File: src/rtl/bht_branch_predictor_pkg.sv
`default_nettype none
// ============================================================================
// Module      : bht_branch_predictor_pkg
// Description : Shared core constants: opcode classes and 2-bit counter codes.
// Revision    : 1.0 - initial release
// ============================================================================
package bht_branch_predictor_pkg;

   // Opcode class lives in op[4:2]; shared with the branch detector and decoder
   localparam logic [2:0] OP_CLS_BR = 3'b011;
   localparam logic [2:0] OP_CLS_J  = 3'b001;

   // 2-bit saturating counter states; bit 1 is the taken prediction
   typedef enum logic [1:0] {
      SNT = 2'b00,
      WNT = 2'b01,
      WT  = 2'b10,
      ST  = 2'b11
   } ctr_e;

   typedef enum logic [1:0] {
      CLS_OTHER = 2'b00,
      CLS_BR    = 2'b01,
      CLS_J     = 2'b10
   } op_cls_e;

   function automatic op_cls_e classify(input logic [4:0] op);
      op_cls_e cls;
      cls = CLS_OTHER;
      if (op[4:2] == OP_CLS_BR) cls = CLS_BR;
      else if (op[4:2] == OP_CLS_J) cls = CLS_J;
      return cls;
   endfunction

endpackage
`default_nettype wire

File: src/rtl/bht_branch_predictor_if.sv
`default_nettype none
// ============================================================================
// Module      : bht_branch_predictor_if
// Description : Fetch-side predict and execute-side resolve signal bundle.
// Revision    : 1.0 - initial release
// ============================================================================
interface bht_branch_predictor_if #(
   parameter int CNT_W = 16
);
   logic             if_valid;
   logic [15:0]      if_pc;
   logic [4:0]       if_op;
   logic             pred_taken;
   logic             res_valid;
   logic [15:0]      res_pc;
   logic [4:0]       res_op;
   logic             res_taken;
   logic             res_pred;
   logic             mispredict;
   logic [CNT_W-1:0] branch_cnt;
   logic [CNT_W-1:0] mispred_cnt;

   // Pipeline side: drives fetch/resolve info, receives predictions and stats
   modport master (
      output if_valid, if_pc, if_op, res_valid, res_pc, res_op, res_taken, res_pred,
      input  pred_taken, mispredict, branch_cnt, mispred_cnt
   );

   // Predictor side
   modport slave (
      input  if_valid, if_pc, if_op, res_valid, res_pc, res_op, res_taken, res_pred,
      output pred_taken, mispredict, branch_cnt, mispred_cnt
   );
endinterface
`default_nettype wire

File: src/rtl/bht_branch_predictor_sat_counter2.sv
`default_nettype none
// ============================================================================
// Module      : bht_branch_predictor_sat_counter2
// Description : sat_counter2 - 2-bit up/down saturating counter, resets to
//               weak not-taken.
// Revision    : 1.0 - initial release
// ============================================================================
module bht_branch_predictor_sat_counter2
   import bht_branch_predictor_pkg::*;
(
   input  wire logic       clk,
   input  wire logic       rst,
   input  wire logic       en,
   input  wire logic       inc,
   input  wire logic       dec,
   output logic [1:0]      cnt
);

   // Step towards strong taken on inc, strong not-taken on dec, hold at the ends
   always_ff @(posedge clk) begin
      if (rst) begin
         cnt <= WNT;
      end else if (en) begin
         if (inc && (cnt != ST))
            cnt <= cnt + 2'd1;
         else if (dec && (cnt != SNT))
            cnt <= cnt - 2'd1;
      end
   end

endmodule
`default_nettype wire

File: src/rtl/bht_branch_predictor.sv
`default_nettype none
// ============================================================================
// Module      : bht_branch_predictor
// Description : 2-bit saturating-counter BHT with combinational fetch-time
//               prediction, resolve-time update, mispredict flag and
//               saturating performance counters.
// Revision    : 1.0 - initial release
// ============================================================================
module bht_branch_predictor
   import bht_branch_predictor_pkg::*;
#(
   parameter int IDX_BITS = 4,
   parameter int CNT_W    = 16
)(
   input  wire logic              clk,
   input  wire logic              rst,
   bht_branch_predictor_if.slave  bus
);

   localparam int ENTRIES = 1 << IDX_BITS;

   logic [1:0]          ctr_q [ENTRIES];
   logic [IDX_BITS-1:0] rd_idx;
   logic [IDX_BITS-1:0] wr_idx;
   logic                res_is_br;
   logic                mispredict;
   logic [CNT_W-1:0]    branch_cnt;
   logic [CNT_W-1:0]    mispred_cnt;
   logic                unused_pc_bits;

   // Halfword-aligned PCs: bit 0 never selects an entry
   assign rd_idx         = bus.if_pc[IDX_BITS:1];
   assign wr_idx         = bus.res_pc[IDX_BITS:1];
   assign unused_pc_bits = ^{bus.if_pc[15:IDX_BITS+1], bus.if_pc[0],
                             bus.res_pc[15:IDX_BITS+1], bus.res_pc[0]};

   assign res_is_br  = bus.res_valid && (classify(bus.res_op) == CLS_BR);
   assign mispredict = bus.res_valid && (bus.res_taken != bus.res_pred);

   // One counter per entry; only the resolving conditional branch's entry moves
   generate
      for (genvar g = 0; g < ENTRIES; g++) begin : g_entry
         localparam logic [IDX_BITS-1:0] ENTRY_IDX = IDX_BITS'(g);
         bht_branch_predictor_sat_counter2 u_ctr (
            .clk (clk),
            .rst (rst),
            .en  (res_is_br && (wr_idx == ENTRY_IDX)),
            .inc (bus.res_taken),
            .dec (!bus.res_taken),
            .cnt (ctr_q[g])
         );
      end
   endgenerate

   // Prediction reads the registered table, so a same-cycle update is not seen
   always_comb begin
      bus.pred_taken = 1'b0;
      if (bus.if_valid) begin
         case (classify(bus.if_op))
            CLS_J:   bus.pred_taken = 1'b1;
            CLS_BR:  bus.pred_taken = ctr_q[rd_idx][1];
            default: bus.pred_taken = 1'b0;
         endcase
      end
   end

   // Statistics counters stick at all-ones instead of wrapping
   always_ff @(posedge clk) begin
      if (rst) begin
         branch_cnt  <= '0;
         mispred_cnt <= '0;
      end else begin
         if (res_is_br && (branch_cnt != '1))
            branch_cnt <= branch_cnt + CNT_W'(1);
         if (mispredict && (mispred_cnt != '1))
            mispred_cnt <= mispred_cnt + CNT_W'(1);
      end
   end

   assign bus.mispredict  = mispredict;
   assign bus.branch_cnt  = branch_cnt;
   assign bus.mispred_cnt = mispred_cnt;

endmodule
`default_nettype wire

File: src/flat_wrapper.sv
// flat-port wrapper written by rule: the top's interface ports become plain ports
module bht_branch_predictor_flat import bht_branch_predictor_pkg::*;
#(
   parameter int IDX_BITS = 4,
   parameter int CNT_W    = 16
)
  (clk, rst, bus_if_valid, bus_if_pc, bus_if_op, bus_res_valid, bus_res_pc, bus_res_op, bus_res_taken, bus_res_pred, bus_pred_taken, bus_mispredict, bus_branch_cnt, bus_mispred_cnt);
  bht_branch_predictor_if #(.CNT_W(CNT_W)) bus_i ();
  input  wire logic clk;
  input  wire logic rst;
  input wire logic [$bits(bus_i.if_valid)-1:0] bus_if_valid;
  input wire logic [$bits(bus_i.if_pc)-1:0] bus_if_pc;
  input wire logic [$bits(bus_i.if_op)-1:0] bus_if_op;
  input wire logic [$bits(bus_i.res_valid)-1:0] bus_res_valid;
  input wire logic [$bits(bus_i.res_pc)-1:0] bus_res_pc;
  input wire logic [$bits(bus_i.res_op)-1:0] bus_res_op;
  input wire logic [$bits(bus_i.res_taken)-1:0] bus_res_taken;
  input wire logic [$bits(bus_i.res_pred)-1:0] bus_res_pred;
  output wire logic [$bits(bus_i.pred_taken)-1:0] bus_pred_taken;
  output wire logic [$bits(bus_i.mispredict)-1:0] bus_mispredict;
  output wire logic [$bits(bus_i.branch_cnt)-1:0] bus_branch_cnt;
  output wire logic [$bits(bus_i.mispred_cnt)-1:0] bus_mispred_cnt;
  assign bus_i.if_valid = bus_if_valid;
  assign bus_i.if_pc = bus_if_pc;
  assign bus_i.if_op = bus_if_op;
  assign bus_i.res_valid = bus_res_valid;
  assign bus_i.res_pc = bus_res_pc;
  assign bus_i.res_op = bus_res_op;
  assign bus_i.res_taken = bus_res_taken;
  assign bus_i.res_pred = bus_res_pred;
  assign bus_pred_taken = bus_i.pred_taken;
  assign bus_mispredict = bus_i.mispredict;
  assign bus_branch_cnt = bus_i.branch_cnt;
  assign bus_mispred_cnt = bus_i.mispred_cnt;
  bht_branch_predictor #(.IDX_BITS(IDX_BITS), .CNT_W(CNT_W)) u_core (.clk(clk), .rst(rst), .bus(bus_i));
endmodule
File: config.mk
export PLATFORM = sky130hd
export DESIGN_NAME = bht_branch_predictor_flat
export DESIGN_NICKNAME = d
export VERILOG_FILES = /design/src/rtl/bht_branch_predictor_pkg.sv /design/src/rtl/bht_branch_predictor_if.sv /design/src/rtl/bht_branch_predictor_sat_counter2.sv /design/src/rtl/bht_branch_predictor.sv /design/src/flat_wrapper.sv
export SDC_FILE = /design/constraint.sdc
export NUM_CORES = 1
export LEC_CHECK = 0
export ABC_AREA = 1
export BUFFER_PORTS_ARGS = -buffer_cell sky130_fd_sc_hd__buf_2
export CORE_AREA = 10 10 96 119
export DETAILED_ROUTE_END_ITERATION = 7
export DIE_AREA = 0 0 106 129
export GPL_TIMING_DRIVEN = 0
export PLACE_DENSITY = 0.7
export SLEW_MARGIN = 40
export SYNTH_ARGS = -nofsm -noshare
export SYNTH_HDL_FRONTEND = slang
export SYNTH_SLANG_ARGS = --single-unit
File: constraint.sdc
create_clock -name clk -period 1.7 [get_ports clk]
set_clock_uncertainty 0.05 [all_clocks]
set_input_delay 0.17 -clock clk [delete_from_list [all_inputs] [get_ports clk]]
set_output_delay 0.17 -clock clk [all_outputs]
set_load 0.01 [all_outputs]
* Word-level counts from Yosys, hierarchy flattened
Index checks and enable logic that the tools add are counted.
** Storage, ports and cells
- Bits in registers :: 64
- Output and inout port bits :: 34
- Logic and storage cells :: 239
** Operators by class
- $add $sub $neg :: 34
- Order comparisons :: 1
- Equality and inequality tests :: 41
- Mux-type cells :: 42
- Bitwise operators :: 1
- Reduce and logical (&&, ||, !) cells :: 102
** Operator list (count)
- $mux 2 :: 39
- $reduce_bool 2->1 :: 32
- $logic_and 1x1->1 :: 52
- $add 16x1->16 const B :: 2
- $add 2x1->2 const B :: 16
- $eq 4x4->1 const B :: 8
- $ne 16x16->1 const B :: 2
- $ne 2x2->1 const B :: 16
- $reduce_and 2->1 :: 16
- $sub 2x1->2 const B :: 16
- $eq 4x3->1 const B :: 4
- $bmux 2 s4 :: 1
- $eq 4x2->1 const B :: 2
- $eq 3x1->1 const B :: 2
- $eq 3x2->1 const B :: 2
- $ge 5x5->1 const B :: 1
- $not 4->5 :: 1
- $eq 2x1->1 const B :: 2
- $eq 4x1->1 const B :: 1
- $logic_not 4->1 :: 1
- $eq 2x2->1 const B :: 1
- $pmux 1 s2 :: 1
- $logic_not 1->1 :: 1
- $mux 1 :: 1
- $ne 1x1->1 :: 1

* Longest topological paths before layout
Gate-level depths: netlist (run 1).
- Word-level depth :: 7
- Mapped depth :: 10

* By module
Synthesis (run 1) repeated with hierarchy kept, for this count alone.
** Second synthesis, totals
- Cells, all modules :: 728
- Area total of the unflattened synthesis :: 4292.9 sq um
** Modules (own cells, without submodules)
- bht_branch_predictor :: times used 1, cells an instance 360, area each 2190.9 sq um, sequential area each 640.6 sq um
- bht_branch_predictor_sat_counter2 :: times used 16, cells an instance 23, area each 131.4 sq um, sequential area each 40.0 sq um

* Worst setup path before layout (run 1)
No wires, ideal clock.
- Path type :: register to register
- Start :: register u_core.branch_cnt[0] (netlist: u_core.bus.branch_cnt[0])
- End :: register u_core.branch_cnt[13] (netlist: u_core.bus.branch_cnt[13])
- Setup time :: 0.133 ns
- Arrival time :: 1.445 ns
- Setup slack :: 0.072 ns
- Cell stages (with the launch flop) :: 10
- Buffers on the path :: 1
- Clock period less this slack :: 1.628 ns
- Path through :: dfxtp_1 -> ha_1 -> inv_1 -> nor2_2 -> nand2_2 -> nor2_4 -> nor2_4 -> buf_2 -> nand2_1 -> a21oi_2
** Between the ends
- Longest elaborated chain between the ends :: 2
** Ends and longest elaborated chain
- from (decl) :: RTL line bht_branch_predictor.sv:27 : logic [CNT_W-1:0] branch_cnt;
- from (signal assigned) :: RTL line bht_branch_predictor.sv:74 : branch_cnt <= branch_cnt + CNT_W'(1);
- parallel branches: the longest is 2 deep, another holds $add 16x1->16
Several ways; the timed one is not identified.
A chain may end at the register's enable or synchronous reset.

* Final worst setup path (run 1)
- Start :: register u_core.branch_cnt[0] (netlist: u_core.bus.branch_cnt[0])
- End :: register u_core.branch_cnt[3] (netlist: u_core.bus.branch_cnt[3])
Same word-level chain as after synthesis.

==> impl_metrics.tcl, run 1 <==
set metrics [dict create \
    outcome "completed" \
    drc_errors 0 \
    synth_area_leaders "dfxtp_1, nand2_1, nor2_1" \
    yosys.area.top_type "dfxtp_1" \
    whs_endpoint "u_core.g_entry[3].u_ctr.cnt[1]" \
    reg2reg_from "u_core.bus.branch_cnt[0]" \
    cts.sinks 64 \
    clock_path_buffers 2 \
    syn_area_sq_mm 0.00371 \
    placedCellCount 767 \
    r2r_end "u_core.bus.branch_cnt[3]" \
    nNetsFinal 708 \
    h-tree-depth 3 \
    path_cells "ha_4 > inv_1 > nor2_4 > nand2_4 > nor2_4 > nor2_4 > inv_6 > buf_12 > nand2_1 > a21oi_2" \
    cp.arrival_ns 1.74 \
    cts_inserted_buffers 9 \
    place.gp.congestion 0.850 \
    cp-start-kind "flip-flop" \
    max_stage_delay_ns 0.37 \
    area_growth_pct 21.6 \
    finalSetupTns_ns 0 \
    antenna_cells 0 \
    fin_ws_ns 0.0939 \
    avgSynthCellArea_sq_um 6.25 \
    vdd_drop_max_mv 0.515 \
    yosys-top-cells-count "nand2_1, nor2_1, dfxtp_1" \
    wl_per_cell_um 13.2 \
    layout-drive-gt1-share_pct 19.5 \
    min_path_cells 2 \
    hp-class "in -> reg" \
    yosysWarnings 0 \
    maxCapViolations 0 \
    rows 39 \
    cts_tree "yes" \
    critPathMostFrequentCell "nor2_4" \
    core_sq_mm 0.00908 \
    nFillCells 958 \
    startpoint "u_core.bus.branch_cnt[0]" \
    cp_max_fo 10 \
    r2r.worst_path.cells 10 \
    powerDensity_mw_per_mm2 806 \
    finalPower_w 0.00364 \
    grt_first_pass_wirelength_um 17300 \
    final_area_sq_mm 0.00451 \
    synth-seq-cells 64 \
    via_per_inst 4.99 \
    end_kind "flip-flop" \
    die_h_um 129 \
    setup_violations 0 \
    synth_top_area_share_pct 34.5 \
    die-area_sq_mm 0.0137 \
    final_cell_count_no_fill 786 \
    pin_count 82 \
    netlist_instances 594 \
    async_reset_ff_share_pct 0 \
    dr.pass1.iters 5 \
    io_buffers 50 \
    wl_um 10400 \
    ys_seq_area_share_pct 34.5 \
    max_slew.worst_pin.slew_ns 0.751 \
    dpl_worst_slack_ns -0.0949 \
    clock_latency_ns 0.33 \
    antenna_found_initial 0 \
    die_w_um 106 \
    placed_cell_area_sq_mm 0.00412 \
    drtIter0Drc 179 \
    timing.reg2reg.setup_slack_ns 0.09 \
    min_period_ns 1.61 \
    holdCritStartpoint "rst" \
    gr-usage-all-layers_pct 15.3 \
    fmax_ghz 0.623 \
    synth_nets 644 \
    root_buffer "clkbuf_16" \
    hpwl_um 7670 \
    vias 3921 \
    path_clk_slew_ns 0.05 \
    yosysMostFrequentCell "nand2_1" \
    cellLeakagePower_nw 1.88 \
    grt_max_degree 11 \
    overflow 0 \
    synth_edf_count 0 \
    critPathKind "reg -> reg" \
    grt_pass1_vias 3794 \
    ant_nets 0 \
    synth_cell_types 29 \
    cpMaxStageDelayCell "dfxtp_4" \
    initial_utilization_pct 40.9 \
    min_period_over_period_pct 94.5 \
    maxSlewHeadroom_pct 49.9 \
    slew_viol_final 0 \
    crit_required_ns 1.84 \
    finalHoldViolations 0 \
    synth_top_flop_cell "dfxtp_1" \
]
==> state kept, by name, summed over array words and instances (netlist names) <==
register / flops
u_core.g_entry.u_ctr.cnt: 32
u_core.bus.branch_cnt: 16
u_core.bus.mispred_cnt: 16
==> cell families after synthesis <==
logic type,Yosys count,share of synthesized area [%]
AND/OR/NAND/NOR,364,41.4
AO/OA/AOI/OAI,80,12.0
buffers and inverters,70,8.12
flip-flops,64,34.5
XOR/XNOR,14,3.30
adder cells (fa/ha/maj),2,0.674
==> how the worst max path moves through the flow <==
stage	to	slack (ns)
finish	u_core.bus.branch_cnt[3]	0.09
global route	u_core.bus.mispred_cnt[9]	-0.02
CTS	u_core.bus.branch_cnt[3]	0.03
detailed placement	u_core.bus.branch_cnt[13]	-0.09
global placement	u_core.bus.branch_cnt[13]	-0.06
floorplan	u_core.bus.branch_cnt[13]	0.07
==> area by class of cell <==
type | count | area (sq um) | share of cell area, %
clock inverters | 3 | 40.0 | 0.887
clock buffers | 13 | 260 | 5.76
inverters | 54 | 210 | 4.66
multi-input cells | 460 | 2170 | 48.1
plain buffers | 16 | 100 | 2.22
repair buffers | 53 | 273 | 6.04
flip-flops and latches | 64 | 1310 | 28.9
well taps | 123 | 154 | 3.41
==> cell usage in the layout, fill, tap and decap left out, drive strengths merged <==
| cell | n |
|---|---|
| a21oi | 47 |
| and2 | 1 |
| buf | 61 |
| bufinv | 1 |
| clkbuf | 21 |
| clkinv | 8 |
| dfxtp | 64 |
| ha | 2 |
| inv | 48 |
| nand2 | 214 |
| nand3 | 44 |
| nand4 | 10 |
| nor2 | 83 |
| nor3 | 1 |
| nor3b | 1 |
| o2111ai | 1 |
| o211ai | 3 |
| o21ai | 29 |
| or2 | 10 |
| xnor2 | 8 |
| xor2 | 6 |
==> layer usage <==
layer  wire (um)  GRT usage, %
met1        4470          16.9
met2        5250          27.1
met3         469          3.65
met4         178          6.70
met5           0             0
==> critical path: cells and delay by family, from the launching register on <==
| family | cells | cell delay [ns] |
|---|---|---|
| buf+inv | 3 | 0.31 |
| fa+ha+maj | 1 | 0.18 |
| compound gates | 1 | 0.05 |
| simple gates | 5 | 0.50 |
| flops | 1 | 0.37 |
==> power breakdown <==
group          total (W)  internal [W]  leakage, nW  switching (W)
Combinational   0.000237     0.0000770         1.21       0.000160
Sequential       0.00152       0.00151        0.524      0.0000119
Clock            0.00188       0.00121        0.150       0.000670
==> through the flow <==
stage | utilization (%) | hold WS [ns]
2_1_floorplan | - | 0.374
3_3_place_gp | 45.4 | 0.408
3_5_place_dp | 45.4 | 0.424
4_1_cts | 49.0 | 0.139
5_1_grt | 49.7 | 0.169
6_report | 49.7 | 0.145
==> what timing repair did <==
| action | in CTS | in global routing |
|---|---|---|
| gates cloned | 0 | 0 |
| pin swaps | 0 | 2 |
| hold buffers | 0 | 0 |
| setup endpoints to repair | 25 | 25 |
| setup buffers | 0 | 3 |
| resized for setup | 8 | 19 |
Note: power is estimated with default switching activity, not from simulation.
==> inputs of run 2 (changes only) <==
- CORE_AREA: 10 10 96 119 -> 2 2 88 111
- DIE_AREA: 0 0 106 129 -> 0 0 90 113
==> impl_metrics.tcl, run 2 (synthesized netlist as in run 1, its figures left out) <==
set metrics [dict create \
    fmax_ghz 0.631 \
    wl_met2_um 4930 \
    pwr-share-comb_pct 6.3 \
    final_area_sq_mm 0.00450 \
    mostFrequentLayoutCell "nand2_1" \
    r2r.worst_path.cells 9 \
    fin_ws_ns 0.115 \
    dpl_worst_slack_ns -0.129 \
    h-tree-depth 3 \
    core_sq_mm 0.00908 \
    die_w_um 90 \
    intPower_w 0.00288 \
    maxSlewHeadroom_pct 51.5 \
    drtIter0Drc 260 \
    io_buffers 50 \
    maxCapViolations 0 \
    cts.sinks 64 \
    clock_latency_ns 0.34 \
    largest_reg_flops 32 \
    overflow 0 \
    dr.pass1.iters 6 \
    pwr-share-clk_pct 52.7 \
    crit_required_ns 1.91 \
    antenna_cells 0 \
    critPathKind "reg -> reg" \
    nNetsFinal 706 \
    crit_family "simple AND/OR/NAND/NOR gates" \
    min_period_over_period_pct 93.2 \
    grt_max_degree 11 \
    pin_count 82 \
    cellLeakagePower_nw 1.86 \
    rows 39 \
    via_per_inst 4.99 \
    wl_met1_um 4100 \
    regArea_sq_mm 0.00129 \
    critPathBufInv 2 \
    crit_cells 9 \
    outcome "completed" \
    placed_cell_area_sq_mm 0.00412 \
    top_register "u_core.g_entry.u_ctr.cnt" \
    critPathMostFrequentCell "nor2_4" \
    max_stage_delay_ns 0.36 \
    drc_errors 0 \
    p_sw_w 0.000829 \
    hp-class "in -> reg" \
    layout-drive-gt1-share_pct 18.0 \
    initial_utilization_pct 40.9 \
    power.share.sequential_pct 41.1 \
    grt_first_pass_wirelength_um 16000 \
    gr-usage-all-layers_pct 19.4 \
    cts_inserted_buffers 9 \
    path_clk_slew_ns 0.05 \
    cts_hold_buf 0 \
    cpMaxStageDelayCell "dfxtp_4" \
    path_cells "ha_4 > inv_1 > nor2_4 > nand2_2 > nor2_4 > nor2_4 > buf_4 > nand2_1 > a21oi_2" \
    place.gp.congestion 0.851 \
    min_period_ns 1.58 \
    grt_pass1_vias 3626 \
    clock_path_buffers 2 \
    vias 3909 \
    root_buffer "clkbuf_16" \
    end_kind "flip-flop" \
    die_h_um 113 \
    switching_share_pct 22.4 \
    rsz0062_at_grt "false" \
    finalHoldViolations 0 \
    cts_tree "yes" \
    cp_max_fo 10 \
    slew_viol_final 0 \
    nFillCells 944 \
    die-area_sq_mm 0.0102 \
    setup_violations 0 \
    highest_layer "met4" \
    wl_per_cell_um 12.3 \
    largestRegisters "u_core.g_entry.u_ctr.cnt: 32 flops, u_core.bus.branch_cnt: 16 flops, u_core.bus.mispred_cnt: 16 flops" \
    ant_nets 0 \
    powerDensity_mw_per_mm2 824 \
    cp-start-kind "flip-flop" \
    max_slew.worst_pin.slew_ns 0.728 \
    area_growth_pct 21.1 \
    cp.arrival_ns 1.80 \
    multi_input_area_sq_mm 0.00216 \
    wl_um 9650 \
    layout_common_cells "nand2_1, nor2_1, dfxtp_1, buf_2, inv_1" \
    min_path_cells 2 \
    vdd_drop_max_mv 0.736 \
    wl_met3_um 486 \
    antenna_found_initial 0 \
    hpwl_um 7210 \
]
==> run 2: changes by cell type in the layout (fill, tap and decap cells not counted) <==
cell / change
nor2_2: -1
nand2_4: -1
o21ai_0: -2
clkbuf_8: +2
o21ai_1: +2
buf_4: -2
clkbuf_1: -1
dfxtp_1: +8
dfxtp_4: -2
nor2_1: +1
nand2_2: +1
clkinv_2: -1
dfxtp_2: -6
==> run 2: per-layer routing <==
metal | vias to the layer above | GRT usage, %
li1 | 2016 | -
met1 | 1793 | 21.9
met2 | 89 | 34.4
met3 | 11 | 5.26
met4 | 0 | 8.51
met5 | - | 0
==> run 2: timing repair <==
action,4_1_cts,5_1_grt
setup endpoints to repair,24,29
buffers inserted,1,0
gates resized for setup,5,12
endpoints found under the hold margin,0,0
pin swaps,1,0
==> run 2: final cells by class <==
cell class / count / share of cell area (%)
Timing Repair Buffer: 51 / 5.73
Multi-Input combinational cell: 460 / 48.1
Tap cell: 123 / 3.42
Clock inverter: 2 / 0.779
Sequential cell: 64 / 28.7
Buffer: 16 / 2.23
Inverter: 54 / 4.68
Clock buffer: 14 / 6.32
==> run 2: worst reg2reg max path, cell delays in order, from the launching register on <==
cell     delay, ns
dfxtp_4       0.36
ha_4          0.17
inv_1         0.08
nor2_4        0.05
nand2_2       0.11
nor2_4        0.05
nor2_4        0.19
buf_4         0.22
nand2_1       0.09
a21oi_2       0.13
==> run 2: path summary, 6_finish.rpt <==
check | start | end | slack [ns]
max | u_core.bus.branch_cnt[0] | u_core.bus.branch_cnt[4] | 0.12
min | rst | u_core.g_entry[3].u_ctr.cnt[1] | 0.13
max reg2reg | u_core.bus.branch_cnt[0] | u_core.bus.branch_cnt[4] | 0.12
min reg2reg | u_core.g_entry[10].u_ctr.cnt[0] | u_core.g_entry[10].u_ctr.cnt[1] | 0.43
==> run 2: through the flow <==
step / power, W / util [%] / hold slack (ns) / setup TNS [ns] / instances
final: 0.00370 / 49.5 / 0.129 / 0 / 784
after global routing: 0.00383 / 49.5 / 0.134 / 0 / 784
after CTS: 0.00373 / 49.1 / 0.119 / 0 / 784
after detailed placement: 0.00178 / 45.4 / 0.419 / -1.13 / 767
after global placement: 0.00177 / 45.4 / 0.410 / -0.602 / 767
after floorplan: 0.00169 / - / 0.374 / 0 / 594
==> run 2: power groups by stage <==
| stage | combinational, W | clock [W] | sequential, W |
|---|---|---|---|
| 6_report | 0.000232 | 0.00195 | 0.00152 |
| 5_1_grt | 0.000260 | 0.00205 | 0.00152 |
| 4_1_cts | 0.000229 | 0.00198 | 0.00152 |
| 3_5_place_dp | 0.000226 | 0 | 0.00155 |
| 3_3_place_gp | 0.000222 | 0 | 0.00155 |
| 2_1_floorplan | 0.000139 | 0 | 0.00155 |
